**config.mk**
```make
export PLATFORM = sky130hd
export DESIGN_NAME = load_store_unit
export DESIGN_NICKNAME = d
export VERILOG_FILES = /design/src/rtl/load_store_unit.sv
export SDC_FILE = /design/constraint.sdc
export NUM_CORES = 1
export LEC_CHECK = 0
export ABC_AREA = 1
export CAP_MARGIN = 20
export CORE_ASPECT_RATIO = 0.7
export CORE_MARGIN = 5
export CORE_UTILIZATION = 35
export DETAILED_ROUTE_END_ITERATION = 12
export HOLD_SLACK_MARGIN = 0.1
export PLACE_DENSITY_LB_ADDON = 0.12
export SYNTH_ARGS = -nofsm -noshare
export SYNTH_HDL_FRONTEND = slang
export SYNTH_SLANG_ARGS = --single-unit
```
**constraint.sdc**
```tcl
create_clock -name clk -period 2.2 [get_ports clk]
set_clock_uncertainty 0.05 [all_clocks]
set_input_delay 0.22 -clock clk [delete_from_list [all_inputs] [get_ports clk]]
set_output_delay 0.22 -clock clk [all_outputs]
set_load 0.005 [all_outputs]
```
**src/rtl/load_store_unit.sv**
```systemverilog
// load_store_unit: memory-stage load/store engine. Issues one Wishbone classic-pipelined
// transaction per RV32I load/store, stalls the pipeline until the access completes, and
// returns lane-aligned, sign/zero-extended load data.
// Optional feature: define MISALIGN_TRAP_EN to trap misaligned half/word accesses instead
// of performing them with the offending low address bits ignored.
module load_store_unit #(
    parameter int unsigned ADDR_WIDTH     = 10,
    parameter int unsigned TIMEOUT_CYCLES = 16
) (
    input  logic                  clk,
    input  logic                  rst,
    input  logic                  req_valid,
    input  logic                  req_wr,
    input  logic [2:0]            req_funct3,
    input  logic [31:0]           req_addr,
    input  logic [31:0]           req_wdata,
    output logic                  stall,
    output logic                  done,
    output logic [31:0]           load_data,
    output logic                  bus_err,
    output logic                  misalign,
    output logic                  wb_cyc,
    output logic                  wb_stb,
    output logic                  wb_wr_en,
    output logic [ADDR_WIDTH-1:0] wb_addr,
    output logic [31:0]           wb_wr_data,
    output logic [3:0]            wb_sel,
    input  logic                  wb_ack,
    input  logic                  wb_stall,
    input  logic [31:0]           wb_rd_data
);

    localparam int unsigned CntW = (TIMEOUT_CYCLES > 1) ? $clog2(TIMEOUT_CYCLES + 1) : 1;

    typedef enum logic [1:0] {StIdle, StReq, StWait} state_e;

    state_e state_q, state_d;

    logic [CntW-1:0] cnt_q, cnt_d;
    logic            wr_q, wr_d;
    logic [2:0]      funct3_q, funct3_d;
    logic [1:0]      off_q, off_d;

    logic                  cyc_d, stb_d, wr_en_d, done_d, bus_err_d, misalign_d;
    logic [ADDR_WIDTH-1:0] addr_d;
    logic [31:0]           wr_data_d, load_data_d;
    logic [3:0]            sel_d;

    logic        accept, req_legal, req_misaligned, finish_ok, timeout_hit, abort;
    logic [3:0]  req_sel;
    logic [31:0] req_lane_data, extracted;
    logic [7:0]  byte_v;
    logic [15:0] half_v;
    logic        unused_addr;

    assign unused_addr = ^req_addr[31:ADDR_WIDTH];

    assign accept = (state_q == StIdle) && req_valid && !done;
    assign stall  = (state_q != StIdle) || (req_valid && !done);

    // Decode legality, misalignment and byte lanes of the presented request.
    always_comb begin
        req_legal     = 1'b0;
        req_sel       = 4'b1111;
        req_lane_data = req_wdata;
        if (req_wr) begin
            req_legal = (req_funct3 == 3'b000) || (req_funct3 == 3'b001) ||
                        (req_funct3 == 3'b010);
            unique case (req_funct3[1:0])
                2'b00: begin
                    req_sel       = 4'b0001 << req_addr[1:0];
                    req_lane_data = {4{req_wdata[7:0]}};
                end
                2'b01: begin
                    req_sel       = req_addr[1] ? 4'b1100 : 4'b0011;
                    req_lane_data = {2{req_wdata[15:0]}};
                end
                default: begin
                    req_sel       = 4'b1111;
                    req_lane_data = req_wdata;
                end
            endcase
        end else begin
            req_legal = (req_funct3 != 3'b011) && (req_funct3 != 3'b110) &&
                        (req_funct3 != 3'b111);
        end
    end

`ifdef MISALIGN_TRAP_EN
    assign req_misaligned = ((req_funct3[1:0] == 2'b01) && req_addr[0]) ||
                            ((req_funct3[1:0] == 2'b10) && (req_addr[1:0] != 2'b00));
`else
    assign req_misaligned = 1'b0;
`endif

    // Completion and abort conditions for an outstanding bus cycle; ack wins over timeout.
    always_comb begin
        finish_ok   = ((state_q == StReq) && !wb_stall && wb_ack) ||
                      ((state_q == StWait) && wb_ack);
        timeout_hit = (TIMEOUT_CYCLES != 0) && (cnt_q == CntW'(TIMEOUT_CYCLES - 1));
        abort       = (state_q != StIdle) && !finish_ok && timeout_hit;
    end

    // Extract and extend load data from the latched lane offset and funct3.
    always_comb begin
        byte_v    = 8'(wb_rd_data >> {off_q, 3'b000});
        half_v    = off_q[1] ? wb_rd_data[31:16] : wb_rd_data[15:0];
        extracted = wb_rd_data;
        unique case (funct3_q[1:0])
            2'b00:   extracted = {{24{byte_v[7] & ~funct3_q[2]}}, byte_v};
            2'b01:   extracted = {{16{half_v[15] & ~funct3_q[2]}}, half_v};
            default: extracted = wb_rd_data;
        endcase
        if (wr_q) begin
            extracted = 32'h0;
        end
    end

    // State register.
    always_ff @(posedge clk) begin
        if (rst) begin
            state_q <= StIdle;
        end else begin
            state_q <= state_d;
        end
    end

    // Next-state logic.
    always_comb begin
        state_d = state_q;
        unique case (state_q)
            StIdle: begin
                if (accept && req_legal && !req_misaligned) begin
                    state_d = StReq;
                end
            end
            StReq: begin
                if (finish_ok || abort) begin
                    state_d = StIdle;
                end else if (!wb_stall) begin
                    state_d = StWait;
                end
            end
            StWait: begin
                if (finish_ok || abort) begin
                    state_d = StIdle;
                end
            end
            default: state_d = StIdle;
        endcase
    end

    // Next values of the registered outputs, latched request and timeout counter.
    always_comb begin
        cyc_d       = wb_cyc;
        stb_d       = wb_stb;
        wr_en_d     = wb_wr_en;
        addr_d      = wb_addr;
        wr_data_d   = wb_wr_data;
        sel_d       = wb_sel;
        done_d      = 1'b0;
        load_data_d = load_data;
        bus_err_d   = bus_err;
        misalign_d  = misalign;
        cnt_d       = cnt_q;
        wr_d        = wr_q;
        funct3_d    = funct3_q;
        off_d       = off_q;
        unique case (state_q)
            StIdle: begin
                if (accept) begin
                    cnt_d    = '0;
                    wr_d     = req_wr;
                    funct3_d = req_funct3;
                    off_d    = req_addr[1:0];
                    if (!req_legal) begin
                        done_d      = 1'b1;
                        bus_err_d   = 1'b1;
                        misalign_d  = 1'b0;
                        load_data_d = 32'h0;
                    end else if (req_misaligned) begin
                        done_d      = 1'b1;
                        bus_err_d   = 1'b0;
                        misalign_d  = 1'b1;
                        load_data_d = 32'h0;
                    end else begin
                        cyc_d     = 1'b1;
                        stb_d     = 1'b1;
                        wr_en_d   = req_wr;
                        addr_d    = {req_addr[ADDR_WIDTH-1:2], 2'b00};
                        sel_d     = req_wr ? req_sel : 4'b1111;
                        wr_data_d = req_wr ? req_lane_data : 32'h0;
                    end
                end
            end
            StReq, StWait: begin
                cnt_d = cnt_q + 1'b1;
                if (finish_ok || abort) begin
                    cyc_d       = 1'b0;
                    stb_d       = 1'b0;
                    wr_en_d     = 1'b0;
                    done_d      = 1'b1;
                    misalign_d  = 1'b0;
                    bus_err_d   = abort;
                    load_data_d = abort ? 32'h0 : extracted;
                end else if ((state_q == StReq) && !wb_stall) begin
                    // Strobe accepted; hold cyc while waiting for the ack.
                    stb_d = 1'b0;
                end
            end
            default: ;
        endcase
    end

    // Output and datapath registers.
    always_ff @(posedge clk) begin
        if (rst) begin
            wb_cyc     <= 1'b0;
            wb_stb     <= 1'b0;
            wb_wr_en   <= 1'b0;
            wb_addr    <= '0;
            wb_wr_data <= 32'h0;
            wb_sel     <= 4'b0000;
            done       <= 1'b0;
            load_data  <= 32'h0;
            bus_err    <= 1'b0;
            misalign   <= 1'b0;
            cnt_q      <= '0;
            wr_q       <= 1'b0;
            funct3_q   <= 3'b000;
            off_q      <= 2'b00;
        end else begin
            wb_cyc     <= cyc_d;
            wb_stb     <= stb_d;
            wb_wr_en   <= wr_en_d;
            wb_addr    <= addr_d;
            wb_wr_data <= wr_data_d;
            wb_sel     <= sel_d;
            done       <= done_d;
            load_data  <= load_data_d;
            bus_err    <= bus_err_d;
            misalign   <= misalign_d;
            cnt_q      <= cnt_d;
            wr_q       <= wr_d;
            funct3_q   <= funct3_d;
            off_q      <= off_d;
        end
    end

endmodule
```
==> flow_summary_export.csv <==
group,metric,value,unit
sta,hold_viol_final,0,
synth,avgSynthCellArea,6.89,sq um
worst_setup_path,critPathCaptureType,"register",
placement,hpwl,11100,um
sta,fin_crit_sh,0.919,
status,outcome,"finished, final reports clean",
power_and_ir_drop,p_per_area,982,nW/um^2
clocking,cts_tree,"yes",
clocking,numCtsBuffers,9,
grt,grt_pass1_vias,4721,
worst_setup_path,critPathBufInv,5,
worst_setup_path,path_max_fanout,47,
worst_setup_path,path_cells,"inv_2 > ha_4 > nand2_1 > nor2_4 > buf_4 > buf_4 > nand2_2 > inv_2 > buf_12 > o21ai_0 > o21ai_0 > nor2_1",
placement,numPortBuffers,164,
worst_setup_path,reg2reg_to,"wb_wr_data[28]",
clocking,htreeDepth,3,
finish,areaGrowthSynthToFinish,46.7,%
synth,async_flop_share,0,
finish,stdcell_area,6760,sq um
grt,overflow,0,
sta,setup_viol,0,
floorplan,die-area,15600,sq um
finish,finalNonFillerCells,997,
worst_setup_path,r2r_slack,0.18,ns
worst_setup_path,endpoint,"wb_wr_data[28]",
placement,place_inst,975,
power_and_ir_drop,p_leak,2.60,nW
clocking,clockBufferDepth,2,
job,drv_cap,0,
grt,grt_pass1_wl,23800,um
finish,utilization,0.519,
placement,routabilityCongestion,0.879,
grt,antenna_found_initial,0,
worst_setup_path,critical_path_arrival,2.17,ns
detailed_routing,final_antenna_net_count,0,
clocking,cts_root_buf,"clkbuf_16",
grt,grt_max_degree,72,
worst_setup_path,cp-startpoint,"state_q[0]",
sta,relSlewSlack,0.473,
clocking,clock_latency,0.34,ns
sta,finalCriticalPeriod,2.02,ns
detailed_routing,wl_per_cell,15.5,um
synth,synth_seq_cells,94,
worst_setup_path,cpMaxStageDelayCell,"dfxtp_1",
clocking,path_clk_slew,0.07,ns
synth,synth_largest_area_cell,"dfxtp_1",
finish,drive_above_1_share,0.0818,
synth,ys_types,34,
floorplan,coreArea,13000,sq um
synth,netlist_area,4610,sq um
finish,n_antenna_cell,0,
worst_setup_path,crit_type,"reg2reg",
floorplan,die_h,106,um
detailed_routing,via_count,4931,
worst_hold_path,worstHoldPathType,"in2reg",
synth,synth_area_leaders,"dfxtp_1, nand2_1, a21oi_1",
grt,gr-usage-all-layers,0.188,
synth,synth-edff-count,0,
worst_setup_path,critPathRequiredTime,2.35,ns
floorplan,rows,35,
floorplan,pin_count,190,
detailed_routing,routed_via_density,4.95,
synth,ys.warnings.count,0,
synth,ys_seq_area_frac,0.408,
floorplan,start_util,0.354,
sta,whs,0.391,ns
placement,place_area,6350,sq um
worst_setup_path,crit_cells,12,
sta,fmax,494,MHz
detailed_routing,drt_iter0_markers,291,
clocking,hold_buffers,0,
synth,synth.most_common_cell,"nand2_1",
synth,syn-instance-count,669,
detailed_routing,wirelength,15500,um
worst_setup_path,max_stage_delay,0.35,ns
finish,nFillCells,1235,
sta,drv_slew,0,
worst_setup_path,cpLargestDelayFamily,"buffers and inverters",
synth,synth-main-ff-cell,"dfxtp_1",
sta,worstMarginPinSlew,0.790,ns
worst_setup_path,timing.rr.start,"state_q[0]",
worst_setup_path,reg2regPathDepth,12,
detailed_routing,dr.pass1.iters,5,
floorplan,chipWidth,147,um
worst_setup_path,cp-start-kind,"register",
clocking,cts_sinks,94,
finish,nNetsFinal,937,
sta,finalSetupTns,0,ns
power_and_ir_drop,ir_drop,489,uV
synth,synthDominantCellAreaShare,0.408,
synth,synthTopCellsByCount,"nand2_1, dfxtp_1, a21oi_1, o21ai_0",
detailed_routing,drc,0,
-- cell usage in the layout, fill, tap and decap left out, types with 3 or more instances in the layout --
cell type,n
nand2_1,168
clkdlybuf4s50_1,162
dfxtp_1,94
a21oi_1,82
o21ai_0,65
nor2_1,53
nand3_1,53
inv_1,42
buf_4,16
nor3_1,13
or2_2,10
clkbuf_16,9
o22ai_1,8
inv_2,5
nand2_2,5
ha_1,5
nor2_4,4
a31oi_1,4
buf_12,4
conb_1,3
-- sequential cells by signal (all words and copies together) (netlist names), 2 cells and up --
register,count
load_data,32
state_q,2
wb_sel,4
cnt_q,5
off_q,2
funct3_q,3
wb_addr,8
wb_wr_data,32
-- worst min-delay path: cells and delay by family --
kind / cells / cell delay, ns
buffers and inverters: 2 / 0.33
and+or+nand+nor: 2 / 0.18
-- final cells by class --
type	instances	area, sq um	share of cell area
flip-flops and latches	94	1880	0.279
clock buffers	11	243	0.0359
multi-input cells	489	2340	0.347
repair buffers	184	1840	0.272
inverters	48	185	0.0274
well taps	166	208	0.0307
clock inverters	5	57.6	0.00852
-- repair_timing --
item / CTS / global route
setup buffers: 0 / 4
cloned: 0 / 2
resized for setup: 2 / 6
endpoints found under the setup margin: 1 / 34
pin swaps: 0 / 7
-- power breakdown --
group	internal (mW)	total, mW	switching (mW)
Sequential	1.96	2.13	0.163
Combinational	1.27	2.92	1.65
Clock	0.915	1.59	0.676
-- stage by stage --
stage,power [mW],worst slack [ns]
finish,6.64,0.177
global route,7.09,-0.0113
CTS,6.44,0.00171
detailed placement,4.79,0.103
global placement,4.74,0.144
floorplan,3.78,0.383
-- logic make-up (layout without fill, tap and decap cells) --
| kind of cell | after synthesis | after routing | share of synthesized area |
|---|---|---|---|
| other | 1 | 3 | 0.000814 |
| adder cells (fa/ha/maj) | 6 | 6 | 0.0163 |
| AO/OA/AOI/OAI | 162 | 162 | 0.180 |
| buffers and inverters | 90 | 248 | 0.0923 |
| flip-flops | 94 | 94 | 0.408 |
| AND/OR/NAND/NOR | 316 | 318 | 0.302 |
-- worst min-delay path by stage --
stage	startpoint	end	slack (ns)	cells after the start
3_5_place_dp	wb_wr_data[6]	wb_wr_data[6]	0.41	2
2_1_floorplan	req_funct3[2]	funct3_q[2]	0.32	2
3_3_place_gp	wb_cyc	wb_cyc	0.40	2
4_1_cts	rst	state_q[1]	0.38	4
5_1_grt	load_data[11]	load_data[11]	0.43	2
6_report	rst	state_q[1]	0.39	4
-- metal layers --
metal  wire (um)  vias up  global-route usage
met2        6490      183               0.277
met4         255        0              0.0512
met5           0        -                   0
met3        1460       21              0.0750
li1            -     2506                   -
met1        7270     2221               0.255
No activity file was read; power rests on OpenSTA's default activity.
